## src/rtl/fu_branch_queue.sv

```systemverilog
// In-order branch functional-unit queue: entries wait for late operands via tag wakeup, the head
// resolves the branch and a registered output slot holds the result. FU_BRANCH_PREDICT_EN adds misprediction reporting.
module fu_branch_queue #(
    parameter int XLEN  = 32,
    parameter int DEPTH = 4,
    parameter int TAG_W = 6
) (
    input  logic                    clock,
    input  logic                    reset,
    input  logic                    squash,
    input  logic                    in_valid,
    output logic                    in_ready,
    input  logic [1:0]              in_kind,
    input  logic [2:0]              in_funct3,
    input  logic [XLEN-1:0]         in_pc,
    input  logic [XLEN-1:0]         in_imm,
    input  logic [XLEN-1:0]         in_rs1,
    input  logic [XLEN-1:0]         in_rs2,
    input  logic                    in_ops_valid,
    input  logic [TAG_W-1:0]        in_tag,
`ifdef FU_BRANCH_PREDICT_EN
    input  logic                    in_pred_taken,
    input  logic [XLEN-1:0]         in_pred_target,
`endif
    input  logic                    wake_valid,
    input  logic [TAG_W-1:0]        wake_tag,
    input  logic [XLEN-1:0]         wake_rs1,
    input  logic [XLEN-1:0]         wake_rs2,
    output logic                    out_valid,
    input  logic                    out_ready,
    output logic [TAG_W-1:0]        out_tag,
    output logic                    out_take,
    output logic [XLEN-1:0]         out_target,
    output logic [XLEN-1:0]         out_link,
`ifdef FU_BRANCH_PREDICT_EN
    output logic                    out_mispredict,
`endif
    output logic [$clog2(DEPTH):0]  count
);

    localparam int PTR_W = $clog2(DEPTH);
    localparam int CNT_W = PTR_W + 1;

    typedef struct packed {
        logic             valid;
        logic             ops_valid;
        logic [1:0]       kind;
        logic [2:0]       funct3;
        logic [XLEN-1:0]  pc;
        logic [XLEN-1:0]  imm;
        logic [XLEN-1:0]  rs1;
        logic [XLEN-1:0]  rs2;
        logic [TAG_W-1:0] tag;
`ifdef FU_BRANCH_PREDICT_EN
        logic             pred_taken;
        logic [XLEN-1:0]  pred_target;
`endif
    } entry_t;

    entry_t [DEPTH-1:0] entries;
    entry_t             head_entry;

    logic [PTR_W-1:0] head_reg, tail_reg;
    logic [CNT_W-1:0] count_reg, count_next;

    logic             push, pop;
    logic             push_wake;
    logic             push_ops_valid;
    logic [XLEN-1:0]  push_rs1, push_rs2;

    logic             out_valid_reg;
    logic             out_take_reg;
    logic [XLEN-1:0]  out_target_reg, out_link_reg;
    logic [TAG_W-1:0] out_tag_reg;

    logic             res_take, res_cond;
    logic [XLEN-1:0]  res_target, res_link, jalr_sum;

    assign in_ready   = (count_reg < CNT_W'(DEPTH));
    assign count      = count_reg;
    assign head_entry = entries[head_reg];

    // Squash wins over everything, so it gates both push and pop.
    assign push = !squash && in_valid && in_ready;
    assign pop  = !squash && (count_reg != '0) && head_entry.valid && head_entry.ops_valid
                  && (!out_valid_reg || out_ready);

    // A matching same-cycle broadcast supplies the operands of the incoming entry.
    assign push_wake      = wake_valid && (in_tag == wake_tag);
    assign push_ops_valid = in_ops_valid || push_wake;
    assign push_rs1       = push_wake ? wake_rs1 : in_rs1;
    assign push_rs2       = push_wake ? wake_rs2 : in_rs2;

    for (genvar gi = 0; gi < DEPTH; gi++) begin : g_entry
        entry_t entry_reg;
        logic   wake_hit;

        assign wake_hit = wake_valid && entry_reg.valid && !entry_reg.ops_valid
                          && (entry_reg.tag == wake_tag);

        always_ff @(posedge clock or posedge reset) begin
            if (reset) begin
                entry_reg <= '0;
            end else if (squash) begin
                entry_reg.valid <= 1'b0;
            end else if (push && (tail_reg == PTR_W'(gi))) begin
                entry_reg.valid     <= 1'b1;
                entry_reg.ops_valid <= push_ops_valid;
                entry_reg.kind      <= in_kind;
                entry_reg.funct3    <= in_funct3;
                entry_reg.pc        <= in_pc;
                entry_reg.imm       <= in_imm;
                entry_reg.rs1       <= push_rs1;
                entry_reg.rs2       <= push_rs2;
                entry_reg.tag       <= in_tag;
`ifdef FU_BRANCH_PREDICT_EN
                entry_reg.pred_taken  <= in_pred_taken;
                entry_reg.pred_target <= in_pred_target;
`endif
            end else begin
                if (pop && (head_reg == PTR_W'(gi)))
                    entry_reg.valid <= 1'b0;
                if (wake_hit) begin
                    entry_reg.ops_valid <= 1'b1;
                    entry_reg.rs1       <= wake_rs1;
                    entry_reg.rs2       <= wake_rs2;
                end
            end
        end

        assign entries[gi] = entry_reg;
    end

    always_comb begin
        unique case ({push, pop})
            2'b10:   count_next = count_reg + CNT_W'(1);
            2'b01:   count_next = count_reg - CNT_W'(1);
            default: count_next = count_reg;
        endcase
    end

    always_ff @(posedge clock or posedge reset) begin
        if (reset) begin
            head_reg  <= '0;
            tail_reg  <= '0;
            count_reg <= '0;
        end else if (squash) begin
            head_reg  <= '0;
            tail_reg  <= '0;
            count_reg <= '0;
        end else begin
            if (pop)
                head_reg <= head_reg + PTR_W'(1);
            if (push)
                tail_reg <= tail_reg + PTR_W'(1);
            count_reg <= count_next;
        end
    end

    // Branch resolution of the head entry.
    always_comb begin
        res_cond = 1'b0;
        case (head_entry.funct3)
            3'b000:  res_cond = (head_entry.rs1 == head_entry.rs2);
            3'b001:  res_cond = (head_entry.rs1 != head_entry.rs2);
            3'b100:  res_cond = ($signed(head_entry.rs1) <  $signed(head_entry.rs2));
            3'b101:  res_cond = ($signed(head_entry.rs1) >= $signed(head_entry.rs2));
            3'b110:  res_cond = (head_entry.rs1 <  head_entry.rs2);
            3'b111:  res_cond = (head_entry.rs1 >= head_entry.rs2);
            default: res_cond = 1'b0;
        endcase
    end

    assign jalr_sum = head_entry.rs1 + head_entry.imm;
    assign res_link = head_entry.pc + XLEN'(4);

    always_comb begin
        res_take   = res_cond;
        res_target = head_entry.pc + head_entry.imm;
        case (head_entry.kind)
            2'b01: res_take = 1'b1;
            2'b10: begin
                res_take   = 1'b1;
                res_target = {jalr_sum[XLEN-1:1], 1'b0};
            end
            default: res_take = res_cond;
        endcase
    end

`ifdef FU_BRANCH_PREDICT_EN
    logic out_mispredict_reg;
    logic res_mispredict;

    assign res_mispredict = (res_take != head_entry.pred_taken)
                            || (res_take && (res_target != head_entry.pred_target));

    always_ff @(posedge clock or posedge reset) begin
        if (reset)
            out_mispredict_reg <= 1'b0;
        else if (!squash && pop)
            out_mispredict_reg <= res_mispredict;
    end

    assign out_mispredict = out_mispredict_reg;
`endif

    // Output slot: payload only changes on issue, which requires the slot to be free or draining.
    always_ff @(posedge clock or posedge reset) begin
        if (reset) begin
            out_valid_reg  <= 1'b0;
            out_take_reg   <= 1'b0;
            out_target_reg <= '0;
            out_link_reg   <= '0;
            out_tag_reg    <= '0;
        end else if (squash) begin
            out_valid_reg <= 1'b0;
        end else if (pop) begin
            out_valid_reg  <= 1'b1;
            out_take_reg   <= res_take;
            out_target_reg <= res_target;
            out_link_reg   <= res_link;
            out_tag_reg    <= head_entry.tag;
        end else if (out_ready) begin
            out_valid_reg <= 1'b0;
        end
    end

    assign out_valid  = out_valid_reg;
    assign out_take   = out_take_reg;
    assign out_target = out_target_reg;
    assign out_link   = out_link_reg;
    assign out_tag    = out_tag_reg;

endmodule

```

## config.mk

```make
export PLATFORM = sky130hd
export DESIGN_NAME = fu_branch_queue
export DESIGN_NICKNAME = d
export VERILOG_FILES = /design/src/rtl/fu_branch_queue.sv
export SDC_FILE = /design/constraint.sdc
export NUM_CORES = 2
export LEC_CHECK = 0
export ABC_AREA = 1
export BUFFER_PORTS_ARGS = -buffer_cell sky130_fd_sc_hd__buf_4
export CAP_MARGIN = 20
export CORE_MARGIN = 1.5
export CORE_UTILIZATION = 55
export CTS_BUF_LIST = sky130_fd_sc_hd__clkbuf_4 sky130_fd_sc_hd__clkbuf_8 sky130_fd_sc_hd__clkbuf_16
export CTS_CLUSTER_DIAMETER = 60
export DETAILED_ROUTE_END_ITERATION = 16
export PLACE_DENSITY_LB_ADDON = 0.15
export SYNTH_ARGS = -nofsm -noshare
export SYNTH_HDL_FRONTEND = slang
export SYNTH_SLANG_ARGS = --single-unit
export TNS_END_PERCENT = 100
```

## constraint.sdc

```tcl
create_clock -name clock -period 23.5 [get_ports clock]
set_clock_uncertainty 0.05 [all_clocks]
set_input_delay 3.525 -clock clock [delete_from_list [all_inputs] [get_ports clock]]
set_output_delay 3.525 -clock clock [all_outputs]
set_load 0.1 [all_outputs]
```

==> impl_metrics.yaml <==
outcome:
  run_status: "complete, no violations"
sta:
  tns_ns: 0
  transition_at_the_pin_with_the_smallest_max_transition_slack_ns: 1.15
  setup_repair_after_global_routing_missed_its_margin: "no"
  worst_slew_margin_rel: 0.236
  finalHoldViolCount: 0
  fin_hold_ws_ns: 0.424
  finalMaxSlewViolations: 0
  setup_viol: 0
  fmax_mhz: 157
  period_share: 0.270
  finalWorstSetupSlack_ns: 17.15
  min_period_ns: 6.35
global_routing:
  grt.overflow.total: 0
  track_usage: 0.372
  grt_pass1_vias: 35042
  antenna_found_initial: 2
  grt_first_pass_wirelength_mm: 204
  grt_start_max_net_pins: 166
clock_tree:
  numCtsBuffers: 73
  post_cts.resized_instances: 0
  clock_tree_from_tritoncts: "done"
  insertion_delay_of_the_later_clocked_pin_in_the_worst_skew_pair_ns: 0.63
  cts_hold_buffers: 0
  clock_tree.htree_level_count: 3
  post_cts_buffers: 0
  clkTransAtPathRegs_ns: 0.06
  clock_tree_buf_depth: 3
  clock_tree.root_cell: "clkbuf_16"
  cts.sinks: 643
cells_and_area:
  layout-drive-gt1-share: 0.118
  regArea_um2: 16100
  n_fill_cell: 6173
  area_growth_pct: 12.4
  post-route-cell-area_um2: 42400
  largest_register_ffs: 564
  instances_no_fill: 6237
  final_nets: 5633
  total_area_of_multi_input_combinational_cells_um2: 19300
  final_core_util: 0.628
place:
  place.detailed.hpwl_mm: 82.4
  post_detailed_placement_cell_area_um2: 39900
  gp_routability_congestion: 1.01
  place_inst: 6106
  number_of_i_o_port_buffers: 291
  detailedPlace.worstSlack_ns: 16.60
floorplanning:
  fp-row-count: 95
  core_region_area_um2: 67500
  chipHeight_um: 265
  horizontal_die_dimension_um: 265
  boundaryPins: 292
  die_area_um2: 70100
  start_util: 0.559
worst_setup_path:
  worst_path_most_repeated_cell: "buf_4"
  classification_of_the_worst_setup_path: "primary input to flop"
  critPathMaxStageDelay_ns: 1.00
  end_kind: "flop"
  critPathArrivalTime_ns: 6.85
  critical_path_required_ns: 24.01
  startpoint_type: "primary input"
  timing.critical_path.fanout_max: 83
  crit_path_cells: "buf_4 > inv_2 > nand3_1 > inv_1 > nand2_4 > inv_4 > buf_4 > nand2_1 > a21oi_2"
  crit_path_top_delay_cell: "buf_4"
routing:
  drt_pass1_iterations: 7
  detail_route.wirelength_mm: 132
  via_per_inst: 5.99
  detail_route.iter0.violations: 4749
  via_count: 37384
  avgRoutedWirePerCell_um: 21.1
  remaining_drc_errors: 0
  drtAntennaViolNets: 0
logic_synthesis:
  synth_area_per_cell_um2: 7.23
  synth_xor_area_frac: 0.00975
  fraction_of_the_mapped_netlist_area_in_adder_cells: 0.0358
  syn-num-nets: 5537
  yosysWarningCount: 0
  synthDistinctLibCells: 62
  post_synth_mux_area_share: 0.000265
  synth_compound_area_frac: 0.170
  synth-seq-area-share: 0.427
  synth-edff-count: 0
  postSynthCellCount: 5215
  largest_family_of_logic_cells_by_synthesized_area: "simple AND/OR/NAND/NOR gates"
  synth.ff_latch_count: 643
  synth_async_sr_flop_share: 1.00
  synth_flop_cell: "dfrtp_1"
  post_synth_and_or_nand_nor_area_fraction: 0.294
  netlist_area_um2: 37700
run:
  maxCapViolations: 0
pwr:
  power.combinational.fraction: 0.557
  p_clk_frac: 0.168
  cellPowerDensity_nw_per_um2: 164
  p_seq_frac: 0.275
  cellLeakagePower_nw: 20.9
  switching_power_mw: 3.51
  fraction_of_power_spent_switching_nets: 0.504
  power.internal_mw: 3.46
  total_power_mw: 6.97
  peakVddDrop_uv: 96.3
min_path:
  hold_class: "flop to flop"
==> synthesized netlist by cell type, types with 6 or more instances <==
cell type  count  area, um2
a21oi_2       81        709
o21ai_0      518       2590
a21o_1        13       97.6
buf_6         30        338
inv_1        206        773
a31oi_1       30        188
dfrtp_1      643      16100
inv_2         13       48.8
nor2_1       556       2090
buf_1         14       52.6
a32o_1        31        310
nand2_2       21        131
ha_1         103       1290
nor4_1         6       37.5
o21bai_1      11       82.6
nand2_1     1868       7010
o21ai_1        8       40.0
clkbuf_1     181        679
nand4_1       15       93.8
nand3_1      223       1120
nor2_2        10       62.6
buf_2         74        370
xor2_1        37        324
buf_4          7       52.6
o22ai_1       78        488
nor3_1        18       90.1
a21oi_1      334       1670
==> cells in the final DEF (no fill, tap or decap), types with 6 or more instances in the layout <==
cell type  count
a21o_1        13
a21oi_1      334
a21oi_2       81
a31oi_1       30
a32o_1        31
buf_4        324
clkbuf_16     75
clkbuf_4      13
clkbuf_8      14
clkinv_2      12
dfrtp_1      641
ha_1         103
inv_1        204
inv_2          9
inv_6          6
nand2_1     1860
nand2_2       23
nand2_4        9
nand3_1      222
nand4_1       15
nor2_1       556
nor2_2        10
nor3_1        17
nor3_2         6
nor4_1         6
o21ai_0      518
o21ai_1        8
o21bai_1      11
o22ai_1       78
xor2_1        37
==> area by class of cell <==
cell class,count,area share
inverters,220,0.0202
multi-input cells,4042,0.455
repair buffers,331,0.0612
clock inverters,24,0.00655
clock buffers,102,0.0511
well taps,873,0.0258
diodes,2,0.000118
flip-flops and latches,643,0.380
==> routing by layer <==
| layer | GRT usage | share of wire |
|---|---|---|
| met5 | 0 | 0.000099 |
| met4 | 0.149 | 0.039 |
| met3 | 0.0594 | 0.10 |
| met2 | 0.565 | 0.44 |
| met1 | 0.533 | 0.42 |
==> kinds of logic (layout without fill, tap and decap cells) <==
kind of cell,Yosys count,after routing
xor gates and xnor gates,42,42
adders and majority gates,106,106
buffers and inverters,530,677
DFF,643,643
AOI/OAI and AO/OA,1132,1132
other,0,2
muxes,1,1
and+or+nand+nor,2761,2761
==> final timing paths <==
check / startpoint / endpoint / slack [ns] / cells past startpoint
max: squash / entries[193]$_DFFE_PP0P_ / 17.15 / 9
min: entries[375]$_DFFE_PP0P_ / entries[375]$_DFFE_PP0P_ / 0.42 / 2
max reg2reg: head_reg[0]$_DFFE_PP0P_ / out_target[30]$_DFFE_PP0P_ / 17.86 / 19
min reg2reg: entries[375]$_DFFE_PP0P_ / entries[375]$_DFFE_PP0P_ / 0.42 / 2
max in group asynchronous: reset / entries[228]$_DFFE_PP0P_ / 18.04 / 4
min in group asynchronous: reset / entries[153]$_DFFE_PP0P_ / 3.00 / 2
==> critical path: cells and delay by family <==
family                 cells  cell delay (ns)
AOI/OAI and AO/OA          1             0.17
buffers and inverters      5             2.33
and+or+nand+nor            3             0.71
==> power by group through the flow <==
stage               Combinational [mW]  Clock, mW  Sequential, mW
global placement                  3.73          0            1.91
finish                            3.88       1.17            1.92
detailed placement                3.77          0            1.92
CTS                               3.79       1.18            1.91
floorplan                         2.34          0            2.26
global route                      4.24       1.22            1.98
No activity file was read; power rests on OpenSTA's default activity.
